**config.mk**
```make
export PLATFORM = sky130hd
export DESIGN_NAME = wiper_sweep_driver
export DESIGN_NICKNAME = d
export VERILOG_FILES = /design/src/rtl/wiper_sweep_driver.sv
export SDC_FILE = /design/constraint.sdc
export NUM_CORES = 1
export LEC_CHECK = 0
export CAP_MARGIN = 10
export CORE_MARGIN = 2
export CORE_UTILIZATION = 47
export DETAILED_ROUTE_END_ITERATION = 10
export PLACE_DENSITY_LB_ADDON = 0.12
export REMOVE_ABC_BUFFERS = 1
export SYNTH_ARGS = -nofsm -noshare
export SYNTH_HDL_FRONTEND = slang
export SYNTH_SLANG_ARGS = --single-unit
```
**constraint.sdc**
```tcl
create_clock -name clk_2 -period 2.4 [get_ports clk_2]
set_input_delay 0.48 -clock clk_2 [delete_from_list [all_inputs] [get_ports clk_2]]
set_output_delay 0.48 -clock clk_2 [all_outputs]
set_load 0.01 [all_outputs]
```
**src/rtl/wiper_sweep_driver.sv**
```systemverilog
// Wiper sweep driver: turns the off/slow/fast speed command into an
// out-back-park arm sweep shown on a one-hot LED bar.
// The arm never stops mid-arc; a speed change during a sweep only changes the step rate.
// Optional feature: define WIPER_MIST_EN to make speed==3 a one-shot fast "mist" sweep.
// Without that macro, speed==3 behaves exactly like off.
module wiper_sweep_driver #(
  parameter int unsigned NPOS       = 6,
  parameter int unsigned SLOW_DIV   = 8,
  parameter int unsigned FAST_DIV   = 3,
  parameter int unsigned DWELL_SLOW = 4
) (
  input  logic                    clk_2,
  input  logic                    reset,
  input  logic [1:0]              speed,
  output logic [$clog2(NPOS)-1:0] arm_pos,
  output logic [NPOS-1:0]         led_bar,
  output logic                    moving,
  output logic                    parked,
  output logic [7:0]              sweep_count
);

  localparam int unsigned PW      = $clog2(NPOS);
  localparam int unsigned CNT_MAX = (SLOW_DIV > DWELL_SLOW) ? SLOW_DIV : DWELL_SLOW;
  localparam int unsigned CW      = $clog2(CNT_MAX + 1);

  // The last outward step starts from POS_TURN; the last return step starts from position 1.
  localparam logic [PW-1:0] POS_TURN   = PW'(NPOS - 2);
  localparam logic [PW-1:0] POS_ONE    = PW'(1);
  localparam logic [CW-1:0] SLOW_LAST  = CW'(SLOW_DIV - 1);
  localparam logic [CW-1:0] FAST_LAST  = CW'(FAST_DIV - 1);
  localparam logic [CW-1:0] DWELL_LAST = CW'(DWELL_SLOW - 1);

  typedef enum logic [1:0] {
    PARK       = 2'd0,
    SWEEP_OUT  = 2'd1,
    SWEEP_BACK = 2'd2,
    DWELL      = 2'd3
  } state_e;

  state_e          state_q, state_d;
  logic [PW-1:0]   arm_pos_q, arm_pos_d;
  logic [CW-1:0]   cnt_q, cnt_d;
  logic [7:0]      sweep_count_q, sweep_count_d;
  logic [NPOS-1:0] led_bar_q, led_bar_d;
  logic            moving_q, moving_d;
  logic            parked_q, parked_d;

  logic            run_c;
  logic            fast_c;
  logic            step_c;

`ifdef WIPER_MIST_EN
  logic            speed3_q, speed3_d;
  logic            mist_q, mist_d;
  logic            launch_c;

  // A mist request is the edge into speed==3; the current sweep stays fast only while 3 is held.
  always_comb begin
    speed3_d = (speed == 2'd3);
    launch_c = (speed == 2'd3) && !speed3_q;
    fast_c   = (speed == 2'd2) || (mist_q && (speed == 2'd3));
  end
`else
  // Speed 3 is treated as off, so only speed 2 selects the fast rate.
  always_comb begin
    fast_c = (speed == 2'd2);
  end
`endif

  // Step-rate divider compare; >= lets a slow->fast change step at once.
  always_comb begin
    run_c  = (speed == 2'd1) || (speed == 2'd2);
    step_c = (cnt_q >= (fast_c ? FAST_LAST : SLOW_LAST));
  end

  // Next-state, arm position, step counter and sweep counter.
  always_comb begin
    state_d       = state_q;
    arm_pos_d     = arm_pos_q;
    cnt_d         = cnt_q;
    sweep_count_d = sweep_count_q;
`ifdef WIPER_MIST_EN
    mist_d        = mist_q;
`endif
    case (state_q)
      PARK: begin
        arm_pos_d = '0;
        cnt_d     = '0;
        if (run_c) begin
          state_d = SWEEP_OUT;
        end
`ifdef WIPER_MIST_EN
        else if (launch_c) begin
          state_d = SWEEP_OUT;
          mist_d  = 1'b1;
        end
`endif
      end
      SWEEP_OUT: begin
        if (step_c) begin
          cnt_d     = '0;
          arm_pos_d = arm_pos_q + PW'(1);
          if (arm_pos_q == POS_TURN) begin
            state_d = SWEEP_BACK;
          end
        end else begin
          cnt_d = cnt_q + CW'(1);
        end
      end
      SWEEP_BACK: begin
        if (step_c) begin
          cnt_d     = '0;
          arm_pos_d = arm_pos_q - PW'(1);
          if (arm_pos_q == POS_ONE) begin
            sweep_count_d = sweep_count_q + 8'd1;
`ifdef WIPER_MIST_EN
            mist_d        = 1'b0;
`endif
            if (speed == 2'd2) begin
              state_d = SWEEP_OUT;
            end else if (speed == 2'd1) begin
              state_d = DWELL;
            end else begin
              state_d = PARK;
            end
          end
        end else begin
          cnt_d = cnt_q + CW'(1);
        end
      end
      DWELL: begin
        arm_pos_d = '0;
        if (speed == 2'd2) begin
          state_d = SWEEP_OUT;
          cnt_d   = '0;
        end else if (speed == 2'd1) begin
          if (cnt_q == DWELL_LAST) begin
            state_d = SWEEP_OUT;
            cnt_d   = '0;
          end else begin
            cnt_d = cnt_q + CW'(1);
          end
        end else begin
          state_d = PARK;
          cnt_d   = '0;
        end
      end
      default: begin
        state_d   = PARK;
        arm_pos_d = '0;
        cnt_d     = '0;
      end
    endcase
  end

  // Display outputs are decoded from the next state so they register alongside it.
  always_comb begin
    led_bar_d = NPOS'(1) << arm_pos_d;
    moving_d  = (state_d == SWEEP_OUT) || (state_d == SWEEP_BACK);
    parked_d  = (state_d == PARK);
  end

  // State and output registers with synchronous active-high reset.
  always_ff @(posedge clk_2) begin
    if (reset) begin
      state_q       <= PARK;
      arm_pos_q     <= '0;
      cnt_q         <= '0;
      sweep_count_q <= '0;
      led_bar_q     <= NPOS'(1);
      moving_q      <= 1'b0;
      parked_q      <= 1'b1;
`ifdef WIPER_MIST_EN
      speed3_q      <= 1'b0;
      mist_q        <= 1'b0;
`endif
    end else begin
      state_q       <= state_d;
      arm_pos_q     <= arm_pos_d;
      cnt_q         <= cnt_d;
      sweep_count_q <= sweep_count_d;
      led_bar_q     <= led_bar_d;
      moving_q      <= moving_d;
      parked_q      <= parked_d;
`ifdef WIPER_MIST_EN
      speed3_q      <= speed3_d;
      mist_q        <= mist_d;
`endif
    end
  end

  assign arm_pos     = arm_pos_q;
  assign led_bar     = led_bar_q;
  assign moving      = moving_q;
  assign parked      = parked_q;
  assign sweep_count = sweep_count_q;

endmodule
```
Yosys cells after proc, flatten, opt, wreduce, memory -nomap -nowiden
Index checks and enable logic that the tools add are counted.

operators by class
  add/sub/neg operators = 4
  $lt $le $gt $ge = 1
  eq/ne operators = 10
  shifts and indexed selects = 1
  multiplexer cells = 20
  reduce and logical (&&, ||, !) cells = 7

operators by type and width
  kind                                                                 number
  2-bit two-way mux                                                    10
  4-bit two-way mux                                                    4
  4-bit case mux with 3 select lines                                   1
  3-bit two-way mux                                                    3
  3-bit case mux with 3 select lines                                   1
  8-bit by 1-bit adder with 8-bit output (second input constant)       1
  2-bit == test (second input constant)                                4
  2-bit case mux with 4 select lines                                   1
  2-bit by 1-bit == test with 1-bit output (second input constant)     3
  1-bit by 3-bit left shift with 6-bit output (first input constant)   1
  4-bit by 1-bit adder with 4-bit output (second input constant)       1
  4-bit by 2-bit == test with 1-bit output (second input constant)     1
  4-bit by 3-bit >= comparator with 1-bit output                       1
  2-bit logical NOT                                                    2
  2-bit OR reduction                                                   2
  3-bit by 1-bit adder with 3-bit output (second input constant)       1
  3-bit by 1-bit == test with 1-bit output (second input constant)     1
  3-bit == test (second input constant)                                1
  3-bit AND reduction                                                  1
  3-bit by 1-bit subtractor with 3-bit output (second input constant)  1
  1-bit logical OR                                                     2

word-level totals
  register bits = 25
  output and inout port bits = 19

Depth between registers and ports, before layout
  word-level depth = 8
  depth in mapped cells = 11

Least setup slack after synthesis
No wires, ideal clock.

  kind = input port to flip-flop
  from = input port speed[0]
  to = register moving_q, in the netlist moving
  data arrival time = 2.365 ns
  data required time = 2.276 ns
  path slack = -0.090 ns
  stages = 11
  cells stage by stage = inv_1 ha_1 inv_1 ha_1 nor2b_1 o31a_4 buf_2 o21bai_1 a221oi_1 ha_1 nor2b_1

between the ends
  longest elaborated chain between the ends = 8
  elaborated cells on any way between the ends = 17
  those cells by class = order compare: 1; eq/ne: 4; mux: 10; reduce/logical: 2

ends and longest elaborated chain
  item                                                                                                    RTL line  source
  from (decl)                                                                                             14        input logic [1:0] speed,
  parallel branches: the longest is 5 deep, another holds 4-bit by 3-bit >= comparator with 1-bit output  --
  2-bit case mux with 4 select lines *                                                                    85        case (state_q)
  2-bit by 1-bit == test with 1-bit output or 2-bit == test (tied branches)                               159       moving_d = (state_d == SWEEP_OUT) || (state_d == SWEEP_BACK);
  1-bit logical OR *                                                                                      159
  net moving_d                                                                                            45        logic moving_q, moving_d;
  to (signal assigned)                                                                                    183       moving_q <= moving_d;
  to (decl)                                                                                               45

Mark *: on every way through the listed nets, which the timed path passes.
A chain may end at the register's enable or synchronous reset.

Worst setup path in the final report
  from = input port speed[0]
  to = register parked_q, in the netlist parked

between the ends
  longest elaborated chain between the ends = 7
  elaborated cells on any way between the ends = 15
  those cells by class = order compare: 1; eq/ne: 2; mux: 10; reduce/logical: 2

ends and longest elaborated chain
  item                                                                                                    RTL line  source
  parallel branches: the longest is 5 deep, another holds 4-bit by 3-bit >= comparator with 1-bit output  --
  2-bit case mux with 4 select lines *                                                                    85
  2-bit logical NOT *                                                                                     160       parked_d = (state_d == PARK);
  net parked_d                                                                                            46        logic parked_q, parked_d;
  to (signal assigned)                                                                                    184       parked_q <= parked_d;
  to (decl)                                                                                               46

Marks and branches as above.

==> impl_metrics.json <==
{
  "status": "finished, final reports clean",
  "detail-route-antenna-nets": 0,
  "arrival_ns": 2.56,
  "slowest_stage": "o31a_4",
  "root_buffer": "clkbuf_4",
  "io_buffers": 22,
  "die_w_microns": 57.84,
  "ys_types": 39,
  "period_share_pct": 97.92,
  "avgSynthCellArea_sq_um": 8.964,
  "fin_ws_ns": 0.04980,
  "seq_area_sq_um": 500.5,
  "wire_per_inst_microns": 13.05,
  "tritoncts": "built",
  "antenna_found_initial": 0,
  "vdd_ir_drop_max_mv": 0.4022,
  "cp_cell_sequence": "dlygate4sd2_1, inv_2, ha_2, inv_2, ha_4, nor2b_4, o31a_4, a2bb2oi_2, a32o_2, ha_2, or2_2",
  "leakage_nw": 0.7320,
  "hold_slack_ns": 0.4871,
  "period_minus_slack_ns": 2.350,
  "fillers": 231,
  "overflow": 0,
  "drtPass1Iterations": 4,
  "critical_path_peak_fanout": 6,
  "slew_viol_final": 0,
  "antenna-diode-count": 0,
  "nNetsFinal": 210,
  "min_path_type": "flop to flop",
  "die_area_sq_mm": 0.003345,
  "worstSetupEndpointType": "flop",
  "clockBufferDepth": 2,
  "startpoint_type": "input port",
  "p_clk_share_pct": 20.5,
  "grtUsageTotal_pct": 20.03,
  "worst_pin_slew_ns": 0.3965,
  "cap_viol_max_count": 0,
  "yosysWarningCount": 0,
  "drt_drc_violations_left": 0,
  "numCtsBuffers": 3,
  "fin_skew_ns": 0.01137,
  "setup_violations": 0,
  "dp_hpwl_microns": 2140,
  "drtIter0Drc": 43,
  "final_cells": 220,
  "p_per_area_mw_per_mm2": 491.8,
  "syn_area_sq_mm": 0.001363,
  "clkTransAtPathRegs_ns": 0.12,
  "p_int_uw": 619.8,
  "core_area_sq_mm": 0.002758,
  "cts_sinks": 25,
  "seqPwrFrac_pct": 51.6,
  "dpl.cell_count": 215,
  "swShare_pct": 30.11,
  "via_per_inst": 5.350,
  "initial_utilization_pct": 49.41,
  "synthArstFlopShare_pct": 0,
  "synth-edff-count": 0,
  "yosys_register_bits": 25,
  "pre_cts_slack_ns": -0.6155,
  "clock_latency_ns": 0.32,
  "cp_data_required_time_ns": 2.61,
  "synth_sequential_area_ratio_pct": 36.73,
  "combPwrFrac_pct": 27.9,
  "routabilityCongestion": 0.8495,
  "multi_input_area_sq_um": 857.1,
  "maxSlewHeadroom_pct": 73.57,
  "vias": 1177,
  "slowest_delay_ns": 0.36,
  "synthCells": 152,
  "grt_pass1_wl_microns": 5230,
  "wl_microns": 2872,
  "finalHoldViolations": 0,
  "timing.fmax_ghz": 0.4255,
  "drive_gt1_share_pct": 18.52,
  "grt_max_degree": 15,
  "power.switching_uw": 267.0,
  "critPathTopFamily": "compound AO/OA/AOI/OAI gates",
  "grt_pass1_vias": 1132,
  "die_h_microns": 57.84,
  "grt_setup_unrepaired": "yes",
  "rows": 19,
  "worstSetupPathType": "input port to flop",
  "path_buf_inv": 3,
  "reg2reg_slack_ns": 0.24,
  "synth_ff_type": "dfxtp_1",
  "io_pins": 23,
  "setup_tns_ns": 0,
  "ctsHtreeMaxLevel": 1,
  "areaGrowthSynthToFinish_pct": 32.32
}
[power by group through the flow]
stage,combinational (mW),sequential (mW),clock [mW]
global route,0.272,0.461,0.207
CTS,0.246,0.458,0.189
floorplan,0.135,0.467,0
finish,0.247,0.458,0.182
global placement,0.209,0.465,0
detailed placement,0.222,0.465,0
[placed cells by master (no fill, tap or decap), types with 2 or more instances in the layout]
cell             count
a21oi_1              6
ha_1                13
xnor2_1              8
or3_1                2
clkbuf_4             3
nor3_1               5
ha_2                 2
dfxtp_1             25
nor3b_1              6
inv_2                2
buf_4               15
and3_1               2
o21ai_0              6
nand3_1              6
clkdlybuf4s50_1     20
nor2b_1              4
nand2_1              6
nor2_1              18
inv_1               11
dlygate4sd2_1        2
[sequential cells by signal, summed over array words and instances, names as in the netlist]
name         flops
cnt_q            4
parked           1
moving           1
arm_pos          3
state_q          2
led_bar          6
sweep_count      8
[stage by stage]
stage / power (mW) / area, sq um / util (%)
6_report: 0.8868 / 1803 / 65.38
5_1_grt: 0.9405 / 1803 / 65.38
4_1_cts: 0.8927 / 1787 / 64.79
3_5_place_dp: 0.6869 / 1710 / 62.02
3_3_place_gp: 0.6744 / 1710 / 62.02
2_1_floorplan: 0.6016 / 1346 / -
[logic make-up (layout without fill, tap and decap cells)]
family,count (synthesis),count (layout),share of synthesized area [%]
buffers and inverters,17,54,4.775
adders and majority gates,16,16,14.69
xor gates and xnor gates,10,10,6.428
and+or+nand+nor,55,55,21.30
AOI/OAI and AO/OA,27,27,14.24
muxes,2,2,1.836
DFF,25,25,36.73
[worst paths after layout]
| path | start | endpoint | depth (start not counted) |
|---|---|---|---|
| worst max-delay path | speed[0] | parked | 11 |
| worst min-delay path | cnt_q[0] | cnt_q[0] | 1 |
| worst max register to register | cnt_q[0] | parked | 8 |
| worst min register to register | cnt_q[0] | cnt_q[0] | 1 |
[cells in the mapped netlist (all sizes together), types with 2 or more instances]
| master | count | area [sq um] |
|---|---|---|
| a21oi | 6 | 30.03 |
| and3 | 2 | 12.51 |
| clkbuf | 3 | 11.26 |
| dfxtp | 25 | 500.5 |
| ha | 16 | 200.2 |
| inv | 13 | 48.80 |
| nand2 | 6 | 22.52 |
| nand3 | 6 | 30.03 |
| nor2 | 18 | 67.56 |
| nor2b | 5 | 31.28 |
| nor3 | 5 | 25.02 |
| nor3b | 6 | 45.04 |
| o21ai | 6 | 30.03 |
| or2 | 2 | 15.02 |
| or3 | 2 | 12.51 |
| xnor2 | 9 | 78.83 |
[routing by layer]
metal | vias to the layer above | share of wire, % | global-route usage (%)
li1 | 595 | - | -
met1 | 536 | 48 | 27.17
met2 | 37 | 46 | 30.84
met3 | 9 | 3.7 | 3.571
met4 | 0 | 2.5 | 9.635
met5 | - | 0 | 0
[final cells by class]
type | count | share of cell area [%]
tap | 31 | 2.151
timing repair buffer | 37 | 18.32
clock buffer | 3 | 1.249
clock inverter | 1 | 0.2776
sequential | 25 | 27.76
inverter | 13 | 2.706
multi-input combinational | 110 | 47.54
[timing repair]
item | 4_1_cts | 5_1_grt
hold buffers | 0 | 0
setup endpoints to repair | 11 | 6
setup buffers | 1 | 0
pin swaps | 3 | 3
resized for setup | 13 | 3
Power figures use the tool's default switching activity.
